## src/rtl/decode_stage_reg.sv

```systemverilog
// decode_stage_reg: MIPS decode stage with integrated register file,
// write-through bypass, branch comparator with operand forwarding,
// branch target adder and the ID/EX pipeline register.
// Stalled or flushed edges load a bubble and bump a saturating counter.
module decode_stage_reg #(
  parameter int DATA_W = 32,
  parameter int CNT_W  = 16
) (
  input  logic              clk,
  input  logic              reset,
  input  logic [31:0]       instr_d,
  input  logic [DATA_W-1:0] pc_plus_4_d,
  input  logic              valid_d,
  input  logic              stall_d,
  input  logic              flush_e,
  input  logic              branch_ne_d,
  input  logic              reg_we_w,
  input  logic [4:0]        reg_write_addr_w,
  input  logic [DATA_W-1:0] reg_write_data_w,
  input  logic [DATA_W-1:0] alu_result_m,
  input  logic [1:0]        forward_a_d,
  input  logic [1:0]        forward_b_d,
  output logic              branch_cond_d,
  output logic [DATA_W-1:0] pc_branch_d,
  output logic [DATA_W-1:0] reg_data_1_e,
  output logic [DATA_W-1:0] reg_data_2_e,
  output logic [4:0]        rs_e,
  output logic [4:0]        rt_e,
  output logic [4:0]        rd_e,
  output logic [DATA_W-1:0] imm_e,
  output logic [DATA_W-1:0] shamt_e,
  output logic [DATA_W-1:0] pc_plus_4_e,
  output logic              valid_e,
  output logic [CNT_W-1:0]  bubble_count
);

  // Register-file read with write-through: r0 is hard zero, a same-cycle
  // writeback to the addressed register wins over the stored value.
  function automatic logic [DATA_W-1:0] rf_read(
    input logic [4:0]        addr,
    input logic              we,
    input logic [4:0]        waddr,
    input logic [DATA_W-1:0] wdata,
    input logic [DATA_W-1:0] stored
  );
    logic [DATA_W-1:0] val;
    val = {DATA_W{1'b0}};
    if (addr == 5'd0) begin
      val = {DATA_W{1'b0}};
    end else if (we && (waddr == addr)) begin
      val = wdata;
    end else begin
      val = stored;
    end
    return val;
  endfunction

  // Branch operand source select; code 3 falls back to the register read.
  function automatic logic [DATA_W-1:0] fwd_sel(
    input logic [1:0]        sel,
    input logic [DATA_W-1:0] rf_val,
    input logic [DATA_W-1:0] mem_val,
    input logic [DATA_W-1:0] wb_val
  );
    logic [DATA_W-1:0] val;
    val = rf_val;
    case (sel)
      2'd0:    val = rf_val;
      2'd1:    val = mem_val;
      2'd2:    val = wb_val;
      default: val = rf_val;
    endcase
    return val;
  endfunction

  // Register file and ID/EX state
  logic [DATA_W-1:0] r_regs [0:31];
  logic [DATA_W-1:0] r_reg_data_1;
  logic [DATA_W-1:0] r_reg_data_2;
  logic [4:0]        r_rs;
  logic [4:0]        r_rt;
  logic [4:0]        r_rd;
  logic [DATA_W-1:0] r_imm;
  logic [DATA_W-1:0] r_shamt;
  logic [DATA_W-1:0] r_pc_plus_4;
  logic              r_valid;
  logic [CNT_W-1:0]  r_bubble_count;

  // Decoded fields and datapath wires
  logic [4:0]        w_rs;
  logic [4:0]        w_rt;
  logic [4:0]        w_rd;
  logic [DATA_W-1:0] w_imm;
  logic [DATA_W-1:0] w_shamt;
  logic [DATA_W-1:0] w_rd1;
  logic [DATA_W-1:0] w_rd2;
  logic [DATA_W-1:0] w_op_a;
  logic [DATA_W-1:0] w_op_b;
  logic              w_bubble;
  logic              w_unused_opcode;

  assign w_rs    = instr_d[25:21];
  assign w_rt    = instr_d[20:16];
  assign w_rd    = instr_d[15:11];
  assign w_imm   = {{(DATA_W-16){instr_d[15]}}, instr_d[15:0]};
  assign w_shamt = {{(DATA_W-5){1'b0}}, instr_d[10:6]};

  // The opcode is decoded by the control unit, not here.
  assign w_unused_opcode = ^instr_d[31:26];

  // A stall or flush on this edge turns the ID/EX load into a bubble.
  assign w_bubble = flush_e | stall_d;

  // Combinational register reads with bypass and forwarded branch operands.
  always_comb begin
    w_rd1  = rf_read(w_rs, reg_we_w, reg_write_addr_w, reg_write_data_w, r_regs[w_rs]);
    w_rd2  = rf_read(w_rt, reg_we_w, reg_write_addr_w, reg_write_data_w, r_regs[w_rt]);
    w_op_a = fwd_sel(forward_a_d, w_rd1, alu_result_m, reg_write_data_w);
    w_op_b = fwd_sel(forward_b_d, w_rd2, alu_result_m, reg_write_data_w);
  end

  // Branch comparator (equal / not-equal) and target adder.
  always_comb begin
    branch_cond_d = (w_op_a == w_op_b) ^ branch_ne_d;
    pc_branch_d   = pc_plus_4_d + {w_imm[DATA_W-3:0], 2'b00};
  end

  // Register array: cleared on reset, writes to r0 dropped. A write is
  // never suppressed by a stall or flush.
  always_ff @(posedge clk or posedge reset) begin
    if (reset) begin
      for (int i = 0; i < 32; i++) begin
        r_regs[i] <= {DATA_W{1'b0}};
      end
    end else if (reg_we_w && (reg_write_addr_w != 5'd0)) begin
      r_regs[reg_write_addr_w] <= reg_write_data_w;
    end
  end

  // ID/EX register: flush and stall both load an all-zero bubble.
  always_ff @(posedge clk or posedge reset) begin
    if (reset) begin
      r_reg_data_1 <= {DATA_W{1'b0}};
      r_reg_data_2 <= {DATA_W{1'b0}};
      r_rs         <= 5'd0;
      r_rt         <= 5'd0;
      r_rd         <= 5'd0;
      r_imm        <= {DATA_W{1'b0}};
      r_shamt      <= {DATA_W{1'b0}};
      r_pc_plus_4  <= {DATA_W{1'b0}};
      r_valid      <= 1'b0;
    end else if (w_bubble) begin
      r_reg_data_1 <= {DATA_W{1'b0}};
      r_reg_data_2 <= {DATA_W{1'b0}};
      r_rs         <= 5'd0;
      r_rt         <= 5'd0;
      r_rd         <= 5'd0;
      r_imm        <= {DATA_W{1'b0}};
      r_shamt      <= {DATA_W{1'b0}};
      r_pc_plus_4  <= {DATA_W{1'b0}};
      r_valid      <= 1'b0;
    end else begin
      r_reg_data_1 <= w_rd1;
      r_reg_data_2 <= w_rd2;
      r_rs         <= w_rs;
      r_rt         <= w_rt;
      r_rd         <= w_rd;
      r_imm        <= w_imm;
      r_shamt      <= w_shamt;
      r_pc_plus_4  <= pc_plus_4_d;
      r_valid      <= valid_d;
    end
  end

  // Saturating bubble counter: one count per bubble edge, sticks at max.
  always_ff @(posedge clk or posedge reset) begin
    if (reset) begin
      r_bubble_count <= {CNT_W{1'b0}};
    end else if (w_bubble && (r_bubble_count != {CNT_W{1'b1}})) begin
      r_bubble_count <= r_bubble_count + {{(CNT_W-1){1'b0}}, 1'b1};
    end else begin
      r_bubble_count <= r_bubble_count;
    end
  end

  assign reg_data_1_e = r_reg_data_1;
  assign reg_data_2_e = r_reg_data_2;
  assign rs_e         = r_rs;
  assign rt_e         = r_rt;
  assign rd_e         = r_rd;
  assign imm_e        = r_imm;
  assign shamt_e      = r_shamt;
  assign pc_plus_4_e  = r_pc_plus_4;
  assign valid_e      = r_valid;
  assign bubble_count = r_bubble_count;

endmodule

```

## config.mk

```make
export PLATFORM = sky130hd
export DESIGN_NAME = decode_stage_reg
export DESIGN_NICKNAME = d
export VERILOG_FILES = /design/src/rtl/decode_stage_reg.sv
export SDC_FILE = /design/constraint.sdc
export NUM_CORES = 2
export LEC_CHECK = 0
export ABC_AREA = 0
export CAP_MARGIN = 40
export CORE_MARGIN = 2
export CORE_UTILIZATION = 35
export DETAILED_ROUTE_END_ITERATION = 16
export HOLD_SLACK_MARGIN = 0.15
export PLACE_DENSITY = 0.55
export SYNTH_ARGS = -nofsm -noshare
export SYNTH_HDL_FRONTEND = slang
export SYNTH_SLANG_ARGS = --single-unit
```

## constraint.sdc

```tcl
create_clock -name clk -period 41.3 [get_ports clk]
set_clock_uncertainty 0.1 [all_clocks]
set_input_delay 8.26 -clock clk [delete_from_list [all_inputs] [get_ports clk]]
set_output_delay 8.26 -clock clk [all_outputs]
set_load 0.005 [all_outputs]
```

==> results.toml <==
[run_status]
outcome = "completed"

[global_route]
grt_start_max_net_pins = 158
first_global_vias = 44230
grt_usage = 0.257
grt_first_pass_wirelength_microns = 335000
grt_antenna_before_repair = 11
total_overflow_reported_by_the_global_router = 0

[sta]
fin_hold_ws_ns = 0.295
layout_min_cycle_time_ns = 23.07
maxSlewHeadroom = 0.275
worst-slew-pin-transition_ns = 1.08
max_clock_freq_mhz = 43.4
timing.final.setup_violations = 0
hold_viol_final = 0
rsz0062_at_grt = "no"
min_period_over_period = 0.559
maxSlewViolCount = 0
final_tns_setup_ns = 0

[placement]
detailedPlacementHpwl_microns = 148000
buffers_added_on_ports = 335
finalWeightedCongestion = 0.903
dp.cells = 6966

[setup_path]
path_cells = "buf_8 -> buf_4 -> nand4b_1 -> o22ai_1 -> nor4_1 -> nand3_1 -> a222oi_1 -> xnor2_1 -> buf_4 -> nor4_1 -> nand4_1 -> nor4_2 -> xor2_1 -> clkdlybuf4s50_1"
max_stage_delay_ns = 0.78
worst-r2r-cell-count = 6
cpMaxStageDelayCell = "nor4_1"
worstSetupStartpointType = "input port"
worst-endpoint-arrival_ns = 14.71
end_kind = "output port"
critPathKind = "input port to output port"
timing.critical_path.fanout_max = 67
critical_path_required_ns = 32.94

[clocking]
cts_hold_buffers = 0
cts_resized = 0
cts_root_cell = "clkbuf_16"
ctsHtreeMaxLevel = 4
cts_sinks = 1163
clk_latency_ns = 0.81
tritoncts = "done"
buffers_inserted_by_post_cts_timing_repair = 0
cts_buf_count = 139
max-clock-path-buffers = 3
clock_slew_at_the_register_clock_pins_of_the_worst_setup_and_hold_paths_ns = 0.05

[power_and_ir_drop]
power-per-cell-area_nw_per_um2 = 47.2
p_leak_nw = 31.3
peakVddDrop_uv = 30.5
p_total_mw = 3.46

[hold_path]
min_path_cells = 0
worst_hold_path_type = "flip-flop to flip-flop"

[run]
max_cap_viols = 0

[synthesis]
synth_top_area_frac = 0.464
postSynthAreaPerCell_sq_um = 13.7
leading_cell_types_by_total_area_after_synthesis = "dfrtp_1 (46%), mux2_2 (18%), mux4_2 (15%)"
synth_cell_types = 82
postSynth.topFlopCell = "dfrtp_1"
synth_area_sq_um = 62700
synthDominantAreaCellType = "dfrtp_1"
count_of_state_elements_after_synthesis = 1163
seq_area_frac_synth = 0.464
asyncSetResetFlopFracSynth = 1.00
netlist_instances = 4565
synth_edf_count = 0
synth-warning-count = 0

[die]
die_width_microns = 427
die_y_microns = 427
fp.coreArea_sq_um = 178000
initial_utilization = 0.352
die_area_sq_um = 183000
design.portCount = 369
fp-row-count = 155

[final_layout]
footprint_of_the_flip_flops_and_latches_sq_um = 29100
final_nets = 4933
final_instance_count_without_filler_cells = 7222
post_route_cells_drive_above_1_share = 0.391
multiInputGateArea_sq_um = 31300
nFillCells = 16483
area_delta_synth_final_pct = 17.0

[detailed_routing]
drt_wl_total_microns = 236000
post_drt_via_cell_ratio = 6.07
firstDrtPassIters = 8
via_count = 43829
wl_per_cell_microns = 32.7
drtIter0Drc = 4674
route.detailed.drc = 0
number_of_nets_with_antenna_violations_after_detailed_routing = 0
-- through the flow --
step	util	area, sq um	setup slack, ns
final	0.411	73300	18.23
after global routing	0.411	73300	17.95
after CTS	0.411	73300	18.20
after detailed placement	0.385	68700	18.25
after global placement	0.381	68000	18.20
after floorplan	-	62800	0.182
-- sequential cells by signal, indices dropped and copies added (netlist names) --
register and count:
imm_e 16, rt_e 5, valid_e 1, r_regs 1024
reg_data_1_e 32, rs_e 5, reg_data_2_e 32, pc_plus_4_e 32
bubble_count 16
-- power by group --
group / switching (mW) / internal [mW]
clock: 0.528 / 0.714
combinational: 0.330 / 0.406
sequential: 0.144 / 1.34
total: 1.00 / 2.46
-- Yosys cell counts, types with 6 or more instances --
master,count
mux2i_1,233
buf_6,26
a21o_1,16
mux2_2,1002
and2_1,65
nor3b_1,9
and3b_1,7
a21oi_1,61
nor2_1,131
mux4_1,13
ha_1,34
dfrtp_1,1163
nand3_1,32
nand4_1,17
a211oi_1,38
and3_1,17
nor3_1,49
o22ai_1,91
or3b_2,8
a22oi_1,107
a22o_1,24
a31oi_1,11
nor2b_1,20
nand2b_1,9
clkbuf_1,287
nand2_1,116
buf_1,64
nor4_1,24
o21ai_0,63
o211ai_1,11
a221oi_1,37
xor2_1,34
o21a_1,6
a211o_1,6
nand3b_1,15
buf_4,81
a222oi_1,26
buf_2,52
xnor2_1,42
mux4_2,404
inv_1,22
o31ai_1,8
-- routing by layer --
| layer | vias to the layer above | global-route usage | wire length [microns] |
|---|---|---|---|
| met3 | 584 | 0.0601 | 19300 |
| met1 | 23439 | 0.331 | 93800 |
| met2 | 2069 | 0.400 | 109000 |
| met5 | - | 0 | 10 |
| met4 | 2 | 0.139 | 14000 |
| li1 | 17735 | - | - |
-- cells by family after synthesis --
logic type | after synthesis | share of synthesized area
adders and majority gates | 35 | 0.00710
and+or+nand+nor | 543 | 0.0446
DFF | 1163 | 0.464
AOI/OAI and AO/OA | 554 | 0.0629
buffers and inverters | 541 | 0.0428
other | 1 | 0.0000598
xor gates and xnor gates | 76 | 0.0106
muxes | 1652 | 0.368
-- layout by cell type, fill, tap and decap left out, types with 21 or more instances in the layout --
master / count
dfrtp_1: 1163
mux2_2: 1002
mux4_2: 404
clkdlybuf4s50_1: 325
mux2i_1: 233
buf_4: 162
clkbuf_16: 140
nor2_1: 112
a22oi_1: 107
nand2_1: 99
o22ai_1: 91
and2_1: 63
o21ai_0: 63
a21oi_1: 59
nor3_1: 48
xnor2_1: 42
clkbuf_1: 41
a211oi_1: 38
a221oi_1: 37
xor2_1: 34
ha_1: 34
nand3_1: 32
clkbuf_8: 31
conb_1: 27
a222oi_1: 26
nor4_1: 24
a22o_1: 24
inv_1: 21
-- area by class of cell --
cell class	instances	share of cell area
multi-input combinational	2887	0.426
antenna	3	0.000102
sequential	1163	0.397
clock buffer	212	0.0557
timing repair buffer	538	0.0724
tap	2355	0.0402
inverter	25	0.00138
clock inverter	39	0.00720
-- worst max-delay path: cells and delay by family --
family                 cells  cell delay [ns]
AND/OR/NAND/NOR            6             3.24
XOR/XNOR                   2             0.37
buffers and inverters      4             1.99
AO/OA/AOI/OAI              2             0.68
-- worst paths after layout --
kind,startpoint,end,slack [ns]
worst min register to register,r_regs[1019],r_regs[1019],0.29
worst max-delay path,instr_d[17],branch_cond_d,18.23
max in group asynchronous,reset,r_regs[808],29.14
worst max register to register,r_regs[169],reg_data_1_e[9],38.71
min in group asynchronous,reset,valid_e,7.85
worst min-delay path,r_regs[1019],r_regs[1019],0.29
Power figures use the tool's default switching activity.
